<file path="src/rtl/fetch_sequencer.sv">
// Instruction fetch/execute sequencer: fetches from imem at pc, hands each
// instruction to the execute stage, then resolves the next pc from the decoded
// control (halt / ret / call / conditional jump / sequential) with a small
// hardware return stack.
//
// Handshakes: imem_req is held high in FETCH until imem_ack is seen in the
// same cycle (ir_load marks that cycle); exec_start is a one-cycle pulse on the
// first EXEC cycle and the decode inputs are sampled on the edge where
// exec_done is high while in EXEC.
module fetch_sequencer #(
    parameter int A_WIDTH     = 8,
    parameter int STACK_DEPTH = 4
) (
    input  logic               clk,
    input  logic               rst,
    input  logic               start,
    output logic               imem_req,
    output logic [A_WIDTH-1:0] imem_addr,
    input  logic               imem_ack,
    output logic               ir_load,
    output logic               exec_start,
    input  logic               exec_done,
    input  logic               is_jump,
    input  logic               is_call,
    input  logic               is_ret,
    input  logic               is_halt,
    input  logic [1:0]         jump_cond,
    input  logic [A_WIDTH-1:0] jump_addr,
    input  logic               flag_z,
    input  logic               flag_s,
    input  logic               flag_o,
    input  logic               flags_we,
    output logic [A_WIDTH-1:0] pc,
    output logic               halted,
    output logic               fault,
    output logic [2:0]         state_dbg
);

    localparam int SP_W  = $clog2(STACK_DEPTH + 1);
    localparam int IDX_W = (STACK_DEPTH > 1) ? $clog2(STACK_DEPTH) : 1;

    typedef enum logic [2:0] {
        IDLE  = 3'd0,
        FETCH = 3'd1,
        EXEC  = 3'd2,
        HALT  = 3'd3,
        FAULT = 3'd4
    } state_t;

    state_t             state_q, state_d;
    logic [A_WIDTH-1:0] pc_q, pc_d;
    logic [SP_W-1:0]    sp_q, sp_d;
    logic [2:0]         flags_q;       // {Z, S, O}
    logic               exec_fresh_q;  // high only in the first EXEC cycle
    logic               push;
    logic [A_WIDTH-1:0] stack_mem [STACK_DEPTH];
    logic [A_WIDTH-1:0] pc_plus1;
    logic [IDX_W-1:0]   push_idx;
    logic [IDX_W-1:0]   top_idx;
    logic               cond_taken;
    logic               stack_empty;
    logic               stack_full;

    assign pc_plus1    = pc_q + A_WIDTH'(1);
    assign push_idx    = IDX_W'(sp_q);
    assign top_idx     = IDX_W'(sp_q - SP_W'(1));
    assign stack_empty = (sp_q == SP_W'(0));
    assign stack_full  = (sp_q == SP_W'(STACK_DEPTH));

    // Jump condition uses the flags as registered before the current edge.
    always_comb begin
        cond_taken = 1'b0;
        case (jump_cond)
            2'b00:   cond_taken = 1'b1;
            2'b01:   cond_taken = flags_q[2];
            2'b10:   cond_taken = !flags_q[2];
            default: cond_taken = flags_q[1] ^ flags_q[0];
        endcase
    end

    // Next-state, next-pc and stack-pointer decisions.
    always_comb begin
        state_d = state_q;
        pc_d    = pc_q;
        sp_d    = sp_q;
        push    = 1'b0;
        case (state_q)
            IDLE: begin
                if (start) state_d = FETCH;
            end
            FETCH: begin
                if (imem_ack) state_d = EXEC;
            end
            EXEC: begin
                if (exec_done) begin
                    if (is_halt) begin
                        state_d = HALT;
                    end else if (is_ret) begin
                        if (stack_empty) begin
                            state_d = FAULT;
                        end else begin
                            pc_d    = stack_mem[top_idx];
                            sp_d    = sp_q - SP_W'(1);
                            state_d = FETCH;
                        end
                    end else if (is_call) begin
                        if (stack_full) begin
                            state_d = FAULT;
                        end else begin
                            push    = 1'b1;
                            pc_d    = jump_addr;
                            sp_d    = sp_q + SP_W'(1);
                            state_d = FETCH;
                        end
                    end else if (is_jump) begin
                        pc_d    = cond_taken ? jump_addr : pc_plus1;
                        state_d = FETCH;
                    end else begin
                        pc_d    = pc_plus1;
                        state_d = FETCH;
                    end
                end
            end
            default: begin
                // HALT and FAULT are terminal until reset.
                state_d = state_q;
            end
        endcase
    end

    // State, pc, stack pointer, flags and first-cycle marker.
    always_ff @(posedge clk or posedge rst) begin
        if (rst) begin
            state_q      <= IDLE;
            pc_q         <= '0;
            sp_q         <= '0;
            flags_q      <= 3'b000;
            exec_fresh_q <= 1'b0;
        end else begin
            state_q      <= state_d;
            pc_q         <= pc_d;
            sp_q         <= sp_d;
            exec_fresh_q <= (state_q == FETCH) && imem_ack;
            if (flags_we) flags_q <= {flag_z, flag_s, flag_o};
        end
    end

    // Return-stack storage; only the pushed slot is ever written.
    always_ff @(posedge clk or posedge rst) begin
        if (rst) begin
            for (int i = 0; i < STACK_DEPTH; i++) stack_mem[i] <= '0;
        end else if (push) begin
            stack_mem[push_idx] <= pc_plus1;
        end
    end

    assign imem_req   = (state_q == FETCH);
    assign imem_addr  = pc_q;
    assign ir_load    = imem_req & imem_ack;
    assign exec_start = (state_q == EXEC) && exec_fresh_q;
    assign pc         = pc_q;
    assign halted     = (state_q == HALT);
    assign fault      = (state_q == FAULT);
    assign state_dbg  = state_q;

endmodule
</file>
<file path="config.mk">
export PLATFORM = sky130hd
export DESIGN_NAME = fetch_sequencer
export DESIGN_NICKNAME = d
export VERILOG_FILES = /design/src/rtl/fetch_sequencer.sv
export SDC_FILE = /design/constraint.sdc
export NUM_CORES = 1
export LEC_CHECK = 0
export BUFFER_PORTS_ARGS = -buffer_cell sky130_fd_sc_hd__clkbuf_2
export CAP_MARGIN = 10
export CORE_MARGIN = 3
export CORE_UTILIZATION = 60
export CTS_CLUSTER_SIZE = 40
export DETAILED_ROUTE_END_ITERATION = 10
export PLACE_DENSITY = 0.95
export SETUP_SLACK_MARGIN = 0.3
export SLEW_MARGIN = 20
export SYNTH_ARGS = -nofsm -noshare
export SYNTH_HDL_FRONTEND = slang
export SYNTH_SLANG_ARGS = --single-unit
</file>
<file path="constraint.sdc">
create_clock -name clk -period 6.25 [get_ports clk]
set_clock_uncertainty 0.2 [all_clocks]
set_input_delay 1.25 -clock clk [delete_from_list [all_inputs] [get_ports clk]]
set_output_delay 1.25 -clock clk [all_outputs]
set_load 0.1 [all_outputs]
</file>
==> summary.txt, run 1 <==
Power
  – Pwr Density: 198 nW/µm²
  – Static Leakage: 1.41 nW
  – Max IR drop VDD: around 0.16 mV
  – Design Power: 0.576 mW

Setup path
  – CP max FO: 3
  – Slowest Stage Delay on Critical Path: around 0.47 ns
  – Crit Path Category: primary input to output port
  – Delay-heaviest family, CP: buffers and inverters
  – Slowest-stage cell, CP: clkbuf_2
  – WP data arrival: between 1.5 and 2 ns
  – Critical Path Sink Type: output port
  – CP Cell Sequence: clkbuf_2 > and3_1 > clkbuf_2
  – CP most frequent cell: clkbuf_2
  – Bufs and invs on worst path: 2
  – Startpoint types: primary input
  – Required time of the critical path: approximately 4.8 ns

Yosys
  – Largest family of logic cells by synthesized area: simple AND/OR/NAND/NOR gates
  – #FFs+latches synth: 50
  – Syn Nets: 285
  – Warning count from the yosys run: 0
  – Simple-Gate Fraction of Synth Area: 0.150
  – Synth Area in Compound Gates: 0.130
  – Xor/xnor share of the synthesized area: 0.0334
  – Adder-cell share of the synthesized area: 0.0286
  – Mapped cell area: about 2600 µm²
  – Cell count after synthesis: 256
  – Syn avg cell area: just over 10 µm²
  – Sequential-to-total area share from yosys stat: 0.477
  – Distinct cell type count after synthesis: 38
  – Multiplexer share of the synthesized area: 0.116

Global route
  – Vias in the first global route: 2,003
  – Met3 usage: 0.0388
  – Pin count of the biggest net entering global routing: just over 50
  – Gr busiest metal: met2
  – M2 GR Usage: 0.404
  – GR met1 Demand/Resource: 0.327
  – GRT Total Usage: 0.247
  – Antenna violations before repair: 0
  – Overflow after GRT: 0
  – First-pass GRT wire length: slightly below 10,000 µm

Floorplanning
  – # rows: 23
  – Top Ports: 47
  – Die area: 5200 µm²
  – Die Span Y: about 72 µm
  – Die X-Extent: between 70 and 80 µm
  – Core box area: 4120 µm²
  – Initial Util: 0.638

Clock tree
  – # clock sinks: 50
  – H-tree Lvls: 2
  – TritonCTS Buffers: 5
  – Setup bufs post-CTS: 0
  – Clock buffer depth: 2
  – Hold_buf cts: 0
  – Root buffer cell: clkbuf_8
  – Clock-pin slew on the worst setup and hold paths: 0.09 ns
  – CTS resizes: 0
  – Skew-Pair Late Insertion Delay: 0.30 ns
  – CTS tree: done

Drt
  – Iter 0 DRT Violations: between 150 and 200
  – Via Count: between 2,000 and 2,500
  – Via density: 6.05
  – Routed WL per cell: between 15 and 20 µm
  – Final WL: between 5000 and 6000 µm
  – Antenna Nets Post-Route: 0
  – DRC viols: 0
  – DRT Pass-1 Iters: 5

STA
  – # setup viols final: 0
  – Minimum clock period: around 3.4 ns
  – RSZ-0062 raised after global routing: false
  – Max Clk Rate: ~0.29 GHz
  – Hold Vio Cnt, Final: 0
  – Final period utilization: 0.550
  – Setup tns final: 0 ns
  – Final slew viol count: 0
  – Slew headroom: 0.420
  – Slew @ Worst Pin: around 0.87 ns

Placement
  – Post-DP HPWL: a little over 4000 µm
  – GP Congestion: about 0.81
  – Input/output buffers: 46

Flow run
  – # Max-Cap Violations: 0

Final layout
  – Share of cells above drive strength 1: 0.257
  – Antenna cell count: 0
  – Final #Nets: between 300 and 400
  – Most common cell after layout, fill and taps aside: dfrtp_1
  – Most frequent cells in the layout: 50 x dfrtp_1, 46 x clkbuf_2, 41 x nand2_1
  – Area grow syn2layout: 10.6%

Run status
  – Status: finished clean

Hold path
  – Hold Crit Class: flop to flop
## per-layer routing
metal / share of wire / vias to the layer above / wire length [µm]
met3: 0.068 / 17 / 408
met2: 0.51 / 106 / 3060
li1: - / 956 / -
met5: 0 / - / 0
met1: 0.39 / 990 / 2330
met4: 0.028 / 0 / 168
## worst register-to-register path, delay by kind of cell, from the launching register on
kind                     cells  cell delay [ns]
adder cells (fa/ha/maj)      1             0.90
multiplexers                 2             0.60
flip-flops                   1             0.47
AO/OA/AOI/OAI                2             0.38
buffers and inverters        1             0.17
## flip-flops by register name (all words and copies together) (netlist names)
signal and flops:
stack_mem 32, imem_addr 8, flags_q 3, sp_q 3
state_dbg 3, exec_fresh_q 1
## where the power goes
part	internal (mW)	switching, mW
logic	0.0100	0.0149
clock network	0.118	0.106
registers	0.325	0.00175
## final timing paths
check / startpoint / to / slack [ns] / depth (start not counted)
worst max-delay path: imem_ack / ir_load / 2.81 / 3
worst min register to register: stack_mem[24] / stack_mem[24] / 0.29 / 2
max in group asynchronous: rst / stack_mem[29] / 4.49 / 2
worst min-delay path: stack_mem[24] / stack_mem[24] / 0.29 / 2
worst max register to register: sp_q[0] / imem_addr[6] / 3.40 / 6
min in group asynchronous: rst / stack_mem[10] / 0.87 / 2
## cells in the mapped netlist, drive strengths merged
master  count  share of area
xnor2       4          0.013
nand2b      1         0.0024
and3b       2         0.0076
mux2i      17          0.065
nand3       5         0.0095
ha          6          0.029
a211oi      1         0.0029
dfrtp      50           0.48
nand2      41          0.059
o22ai       6          0.014
o21ai      36          0.073
a221o       6          0.023
nor2        3         0.0043
nand4       4         0.0095
clkbuf      6          0.012
and3        7          0.018
xor2        6          0.020
buf        12          0.035
a31oi       1         0.0024
and2        2         0.0052
or4b        1         0.0038
nand3b      1         0.0029
nor3b       1         0.0048
nor3        1         0.0019
nor2b       4          0.015
a21oi       6          0.011
mux4        1         0.0086
mux2       10          0.043
nand4b      2         0.0067
inv        12          0.017
a221oi      1         0.0033
## logic make-up after synthesis
| kind of cell | Yosys count |
|---|---|
| adders and majority gates | 6 |
| AOI/OAI and AO/OA | 57 |
| muxes | 28 |
| and+or+nand+nor | 75 |
| xor gates and xnor gates | 10 |
| DFF | 50 |
| buffers and inverters | 30 |
## cell type report
class | instances | area (µm²)
Sequential cell | 50 | 1250
Fill cell | 272 | 1210
Multi-Input combinational cell | 176 | 1200
Timing Repair Buffer | 46 | 230
Clock buffer | 5 | 68.8
Tap cell | 50 | 62.6
Inverter | 12 | 46.3
Clock inverter | 3 | 40.0
## stage by stage
| stage | cell area (µm²) | utilization | hold WS, ns | std cells | setup slack (ns) |
|---|---|---|---|---|---|
| after floorplan | 2630 | - | 0.242 | 256 | 1.57 |
| after global placement | 2790 | 0.679 | 0.254 | 334 | 2.83 |
| after detailed placement | 2790 | 0.679 | 0.270 | 334 | 2.81 |
| after CTS | 2900 | 0.705 | 0.290 | 342 | 2.81 |
| after global routing | 2900 | 0.705 | 0.313 | 342 | 2.79 |
| final | 2900 | 0.705 | 0.285 | 342 | 2.81 |
Power figures use the tool's default switching activity.
==> run 2, diff against run 1 <==
--- a/config.mk
+++ b/config.mk
@@ -8,10 +8,10 @@
 export BUFFER_PORTS_ARGS = -buffer_cell sky130_fd_sc_hd__clkbuf_2
 export CAP_MARGIN = 10
 export CORE_MARGIN = 3
-export CORE_UTILIZATION = 60
+export CORE_UTILIZATION = 55
 export CTS_CLUSTER_SIZE = 40
 export DETAILED_ROUTE_END_ITERATION = 10
-export PLACE_DENSITY = 0.95
+export PLACE_DENSITY = 0.91
 export SETUP_SLACK_MARGIN = 0.3
 export SLEW_MARGIN = 20
 export SYNTH_ARGS = -nofsm -noshare
==> constraint.sdc (replaced) <==
create_clock -name clk -period 3.17 [get_ports clk]
set_clock_uncertainty 0.2 [all_clocks]
set_input_delay 0.634 -clock clk [delete_from_list [all_inputs] [get_ports clk]]
set_output_delay 0.634 -clock clk [all_outputs]
set_load 0.1 [all_outputs]
==> run 2 against run 1 <==
Against the previous run:
- largest cell class unchanged
- cell count increased by 2.0%
- first-iteration DRC count fell by 47%
- die area is 8.3% higher
==> summary.txt, run 2 (same netlist as run 1, synthesis figures left out) <==
STA
  – Setup tns final: 0 ns (unchanged)
  – Final slew viol count: 0 (unchanged)
  – Minimum clock period: roughly 2.6 ns
  – Slew @ Worst Pin: 0.643 ns (-0.226 ns)
  – # setup viols final: 0 (unchanged)
  – Max Clk Rate: 0.392 GHz
  – RSZ-0062 raised after global routing: false
  – Slew headroom: 0.569 (+0.149)
  – Final period utilization: 0.806
  – Hold Vio Cnt, Final: 0 (unchanged)
  – Setup ws final: 0.616 ns (-2.19 ns)

Final layout
  – Reg with most FFs: stack_mem
  – Final #Nets: 325 (+1.6%)
  – Most frequent cells in the layout: 50 x dfrtp_1, 46 x clkbuf_2, 41 x nand2_1
  – Area grow syn2layout: 13.8%
  – Most common cell after layout, fill and taps aside: dfrtp_1
  – Share of cells above drive strength 1: 0.273 (+0.0159)
  – Antenna cell count: 0 (unchanged)
  – Fill cells: 344 (+26%)
  – Max reg flops: 32 (unchanged)
  – Final cell count without fillers: 349 (+2.0%)

Clock tree
  – H-tree Lvls: 2 (unchanged)
  – Clock buffer depth: 2 (unchanged)
  – TritonCTS Buffers: 5 (unchanged)
  – Hold_buf cts: 0 (unchanged)
  – Clock-pin slew on the worst setup and hold paths: 0.09 ns (about the same)
  – CTS resizes: 0 (unchanged)
  – # clock sinks: 50 (unchanged)
  – Root buffer cell: clkbuf_8
  – Skew-Pair Late Insertion Delay: 0.30 ns (about the same)
  – CTS tree: done
  – Setup bufs post-CTS: 0 (unchanged)

Floorplanning
  – Die Span Y: 75.1 µm (+4.1%)
  – Initial Util: 0.587 (-0.0512)
  – # rows: 24 (+4.3%)
  – Top Ports: 47 (unchanged)
  – Core box area: 4470 µm² (+8.7%)
  – Die area: 5640 µm² (+8.3%)
  – Die X-Extent: 75.1 µm (+4.1%)

Drt
  – Routed WL per cell: 16.3 µm (-6.4%)
  – DRT Pass-1 Iters: 5 (unchanged)
  – Iter 0 DRT Violations: 96 (-47%)
  – Antenna Nets Post-Route: 0 (unchanged)
  – Via Count: 2,040 (-1.4%)
  – Final WL: 5700 µm (-4.5%)
  – Via density: 5.85 (-3.4%)
  – DRC viols: 0 (unchanged)

Global route
  – Antenna violations before repair: 0 (unchanged)
  – Pin count of the biggest net entering global routing: 30 (-41%)
  – Overflow after GRT: 0 (unchanged)
  – GRT Total Usage: 0.213 (-0.0334)
  – Vias in the first global route: 1,978 (-1.2%)
  – First-pass GRT wire length: 9040 µm (-8.5%)

Run status
  – Status: finished clean

Power
  – Pwr Density: 416 nW/µm² (+110%)
  – Max IR drop VDD: 0.311 mV (+92%)
  – Design Power: 1.24 mW (+120%)
  – Static Leakage: 1.45 nW (+3.0%)

Placement
  – Placed instance count: 341 (+2.1%)
  – Dpl ws: 0.643 ns (-2.17 ns)
  – Post-DP HPWL: 4050 µm (-2.1%)
  – GP Congestion: 0.838 (+2.9%)
  – Input/output buffers: 46 (unchanged)

Setup path
  – Startpoint types: flop
  – Required time of the critical path: 3.16 ns (-1.64 ns)
  – WP data arrival: 2.55 ns (+0.56 ns)
  – Critical Path Sink Type: flop
  – CP max FO: 13 (+10)
  – Length in cells of the worst reg-to-reg path: 7 (+1)
  – Crit Path Category: flop to flop

Hold path
  – Hold Crit Class: primary input to asynchronous set/reset pin

Flow run
  – # Max-Cap Violations: 0 (unchanged)
==> run 2: worst max-delay path, stage by stage, from the launching register on <==
cell and delay [ns]:
dfrtp_1 0.44, inv_1 0.16, ha_1 0.46, buf_4 0.30, mux2i_1 0.23, o22ai_1 0.11, mux2_2 0.28, a221o_1 0.27
==> run 2: worst paths after layout <==
kind	slack (ns)	startpoint	to
worst max-delay path	0.62	sp_q[0]	imem_addr[4]
worst min-delay path	0.16	rst	stack_mem[8]
worst max register to register	0.62	sp_q[0]	imem_addr[4]
worst min register to register	0.28	stack_mem[9]	stack_mem[9]
max in group asynchronous	1.90	rst	imem_addr[6]
min in group clk	0.28	stack_mem[9]	stack_mem[9]
==> run 2: power by group <==
part	switching, mW	internal [mW]	total (mW)	leakage, nW
clock network	0.210	0.336	0.546	0.0714
registers	0.00300	0.641	0.644	0.676
logic	0.0301	0.0206	0.0507	0.699
total	0.243	0.998	1.24	1.45
==> run 2: area by class of cell <==
type	instances	area (µm²)	share of cell area
flip-flops and latches	50	1250	0.419
multi-input cells	176	1210	0.407
repair buffers	51	268	0.0897
clock buffers	6	82.6	0.0276
well taps	52	65.1	0.0218
clock inverters	2	60.1	0.0201
inverters	12	45.0	0.0151
==> run 2: per-layer routing <==
layer  routed length, µm  part of all wire  vias up  global-route usage
met2                3020              0.53       63               0.381
met5                   0                 0        -                   0
met1                2310              0.41      993               0.259
met3                 301             0.053        8              0.0454
met4                  73             0.013        0              0.0593
li1                    -                 -      976                   -
==> run 2: stage by stage <==
step	instance area (µm²)	util	hold WS, ns
floorplan	2640	-	0.242
global placement	2840	0.636	0.255
detailed placement	2840	0.636	0.263
CTS	2990	0.668	0.181
global route	2990	0.668	0.206
finish	2990	0.668	0.163
==> run 3, diff against run 2 <==
==> constraint.sdc (replaced) <==
create_clock -name clk -period 2.57 [get_ports clk]
set_clock_uncertainty 0.2 [all_clocks]
set_input_delay 0.514 -clock clk [delete_from_list [all_inputs] [get_ports clk]]
set_output_delay 0.514 -clock clk [all_outputs]
set_load 0.1 [all_outputs]
==> run 3 against run 2 <==
Against the previous run:
- non-clock buffer count up 6
- die area unchanged
- critical endpoint is now imem_addr[7]
- combinational power up 34%
- critical path type unchanged
- largest power group unchanged
==> summary.txt, run 3 (same netlist as run 1, synthesis figures left out) <==
Global route
  – Vias in the first global route: 2,109 (+6.6%)
  – Overflow after GRT: 0 (unchanged)
  – GRT Total Usage: 0.235 (+0.0221)
  – First-pass GRT wire length: 9870 µm (+9.2%)
  – Pin count of the biggest net entering global routing: 51 (+70%)
  – Antenna violations before repair: 0 (unchanged)

STA
  – Final period utilization: 0.882 (+0.0762)
  – RSZ-0062 raised after global routing: true
  – Slew @ Worst Pin: 0.642 ns (-0.00151 ns)
  – Slew headroom: 0.568 (-0.00124)
  – # setup viols final: 0 (unchanged)
  – Setup tns final: 0 ns (unchanged)
  – Hold Vio Cnt, Final: 0 (unchanged)
  – Worst hold margin: 0.00752 ns (-0.155 ns)
  – Max Clk Rate: 0.441 GHz (+13%)
  – Minimum clock period: 2.27 ns (-0.287 ns)
  – Final slew viol count: 0 (unchanged)

Clock tree
  – TritonCTS Buffers: 5 (unchanged)
  – H-tree Lvls: 2 (unchanged)
  – Hold_buf cts: 0 (unchanged)
  – Root buffer cell: clkbuf_8
  – Skew-Pair Late Insertion Delay: 0.31 ns (about the same)
  – Clock buffer depth: 2 (unchanged)
  – CTS tree: done
  – # clock sinks: 50 (unchanged)
  – Clock-pin slew on the worst setup and hold paths: 0.09 ns (about the same)

Floorplanning
  – # rows: 24 (unchanged)
  – Die area: 5640 µm² (unchanged)
  – Initial Util: 0.587 (unchanged)
  – Top Ports: 47 (unchanged)
  – Die Span Y: 75.1 µm (unchanged)
  – Core box area: 4470 µm² (unchanged)
  – Die X-Extent: 75.1 µm (unchanged)

Setup path
  – R2R Path End: imem_addr[7]
  – Length in cells of the worst reg-to-reg path: 8 (+1)
  – Startpoint types: flop
  – WP data arrival: 2.25 ns (-0.30 ns)
  – Crit Reg-Reg Startpoint: sp_q[0]
  – Critical Path Sink Type: flop
  – Crit Path Category: flop to flop
  – Crit path from: sp_q[0]
  – Reg2Reg Setup Slack: 0.30 ns (-0.31 ns)
  – Slowest Stage Delay on Critical Path: 0.44 ns (-0.02 ns)
  – CP Cell Sequence: inv_2 > ha_2 > nand2_2 > o21ai_4 > nor2b_4 > buf_12 > and3b_2 > a221o_1
  – CP max FO: 12 (-1)
  – Slowest-stage cell, CP: dfrtp_2
  – Required time of the critical path: 2.56 ns (-0.60 ns)

Run status
  – Status: finished clean

Final layout
  – Fin area: 3090 µm² (+3.4%)
  – Most common cell after layout, fill and taps aside: dfrtp_1
  – Area grow syn2layout: 17.7%
  – Multi-input gate area: 1260 µm² (+3.4%)
  – Sequential standard cell area: 1260 µm² (+0.50%)
  – Max reg flops: 32 (unchanged)
  – Most frequent cells in the layout: 45 x dfrtp_1, 43 x clkbuf_2, 40 x nand2_1
  – Antenna cell count: 0 (unchanged)
  – Share of cells above drive strength 1: 0.330 (+0.0573)
  – Reg with most FFs: stack_mem
  – Final #Nets: 331 (+1.8%)
  – Fill cells: 287 (-17%)

Placement
  – Input/output buffers: 46 (unchanged)
  – Post-DP HPWL: 4120 µm (+1.7%)
  – GP Congestion: 0.919 (+9.6%)
  – Post-place instance area: 2910 µm² (+2.5%)

Drt
  – DRT Pass-1 Iters: 5 (unchanged)
  – Via density: 6.14 (+5.1%)
  – DRC viols: 0 (unchanged)
  – Routed WL per cell: 18.3 µm (+12%)
  – Antenna Nets Post-Route: 0 (unchanged)
  – Final WL: 6480 µm (+14%)
  – Via Count: 2,180 (+6.9%)
  – Iter 0 DRT Violations: 194 (+100%)

Hold path
  – Hold Crit Class: primary input to asynchronous set/reset pin

Power
  – Static Leakage: 1.47 nW (+1.5%)
  – Pwr Density: 464 nW/µm² (+12%)
  – Max IR drop VDD: 0.356 mV (+14%)

Flow run
  – # Max-Cap Violations: 0 (unchanged)
run 3: layout make-up:
class	instances	share of cell area
flip-flops and latches	50	0.407
clock inverters	3	0.0142
repair buffers	57	0.114
multi-input cells	176	0.407
clock buffers	5	0.0223
well taps	52	0.0211
inverters	12	0.0146
run 3: metrics by stage:
| stage | setup WS (ns) | power [mW] | std cells | util |
|---|---|---|---|---|
| floorplan | 0.155 | 0.844 | 256 | - |
| global placement | 0.274 | 0.874 | 344 | 0.651 |
| detailed placement | 0.107 | 0.876 | 344 | 0.651 |
| CTS | 0.308 | 1.43 | 354 | 0.686 |
| global route | 0.264 | 1.48 | 355 | 0.690 |
| finish | 0.304 | 1.43 | 355 | 0.690 |
run 3: worst max path at each step:
stage,to,slack (ns),cells after the start
after floorplan,imem_addr[2],0.16,7
after global placement,imem_addr[1],0.27,7
after detailed placement,imem_addr[1],0.11,7
after CTS,imem_addr[7],0.31,8
after global routing,imem_addr[7],0.26,8
final,imem_addr[7],0.30,8
run 3: timing repair:
action | CTS | global route
buffers inserted | 2 | 1
endpoints found under the hold margin | 0 | 0
resized for setup | 6 | 6
setup endpoints to repair | 11 | 9
run 3: metal layers:
metal	vias up	track usage	routed length, µm
met3	30	0.0654	430
met2	113	0.397	3270
li1	978	-	-
met5	-	0	0
met4	0	0.103	190
met1	1059	0.281	2600
run 3: worst max-delay path, delay by kind of cell (launching register included):
kind            cells  cell delay (ns)
simple gates        3             0.44
fa+ha+maj           1             0.23
compound gates      2             0.56
buf+inv             2             0.26
flops               1             0.44
run 3: report_power, final:
part           switching, mW  total [mW]  internal [mW]  leakage (nW)
sequential           0.00402       0.795          0.791         0.671
combinational         0.0392      0.0679         0.0287         0.739
clock                  0.278       0.570          0.292        0.0585
total                  0.322        1.43           1.11          1.47
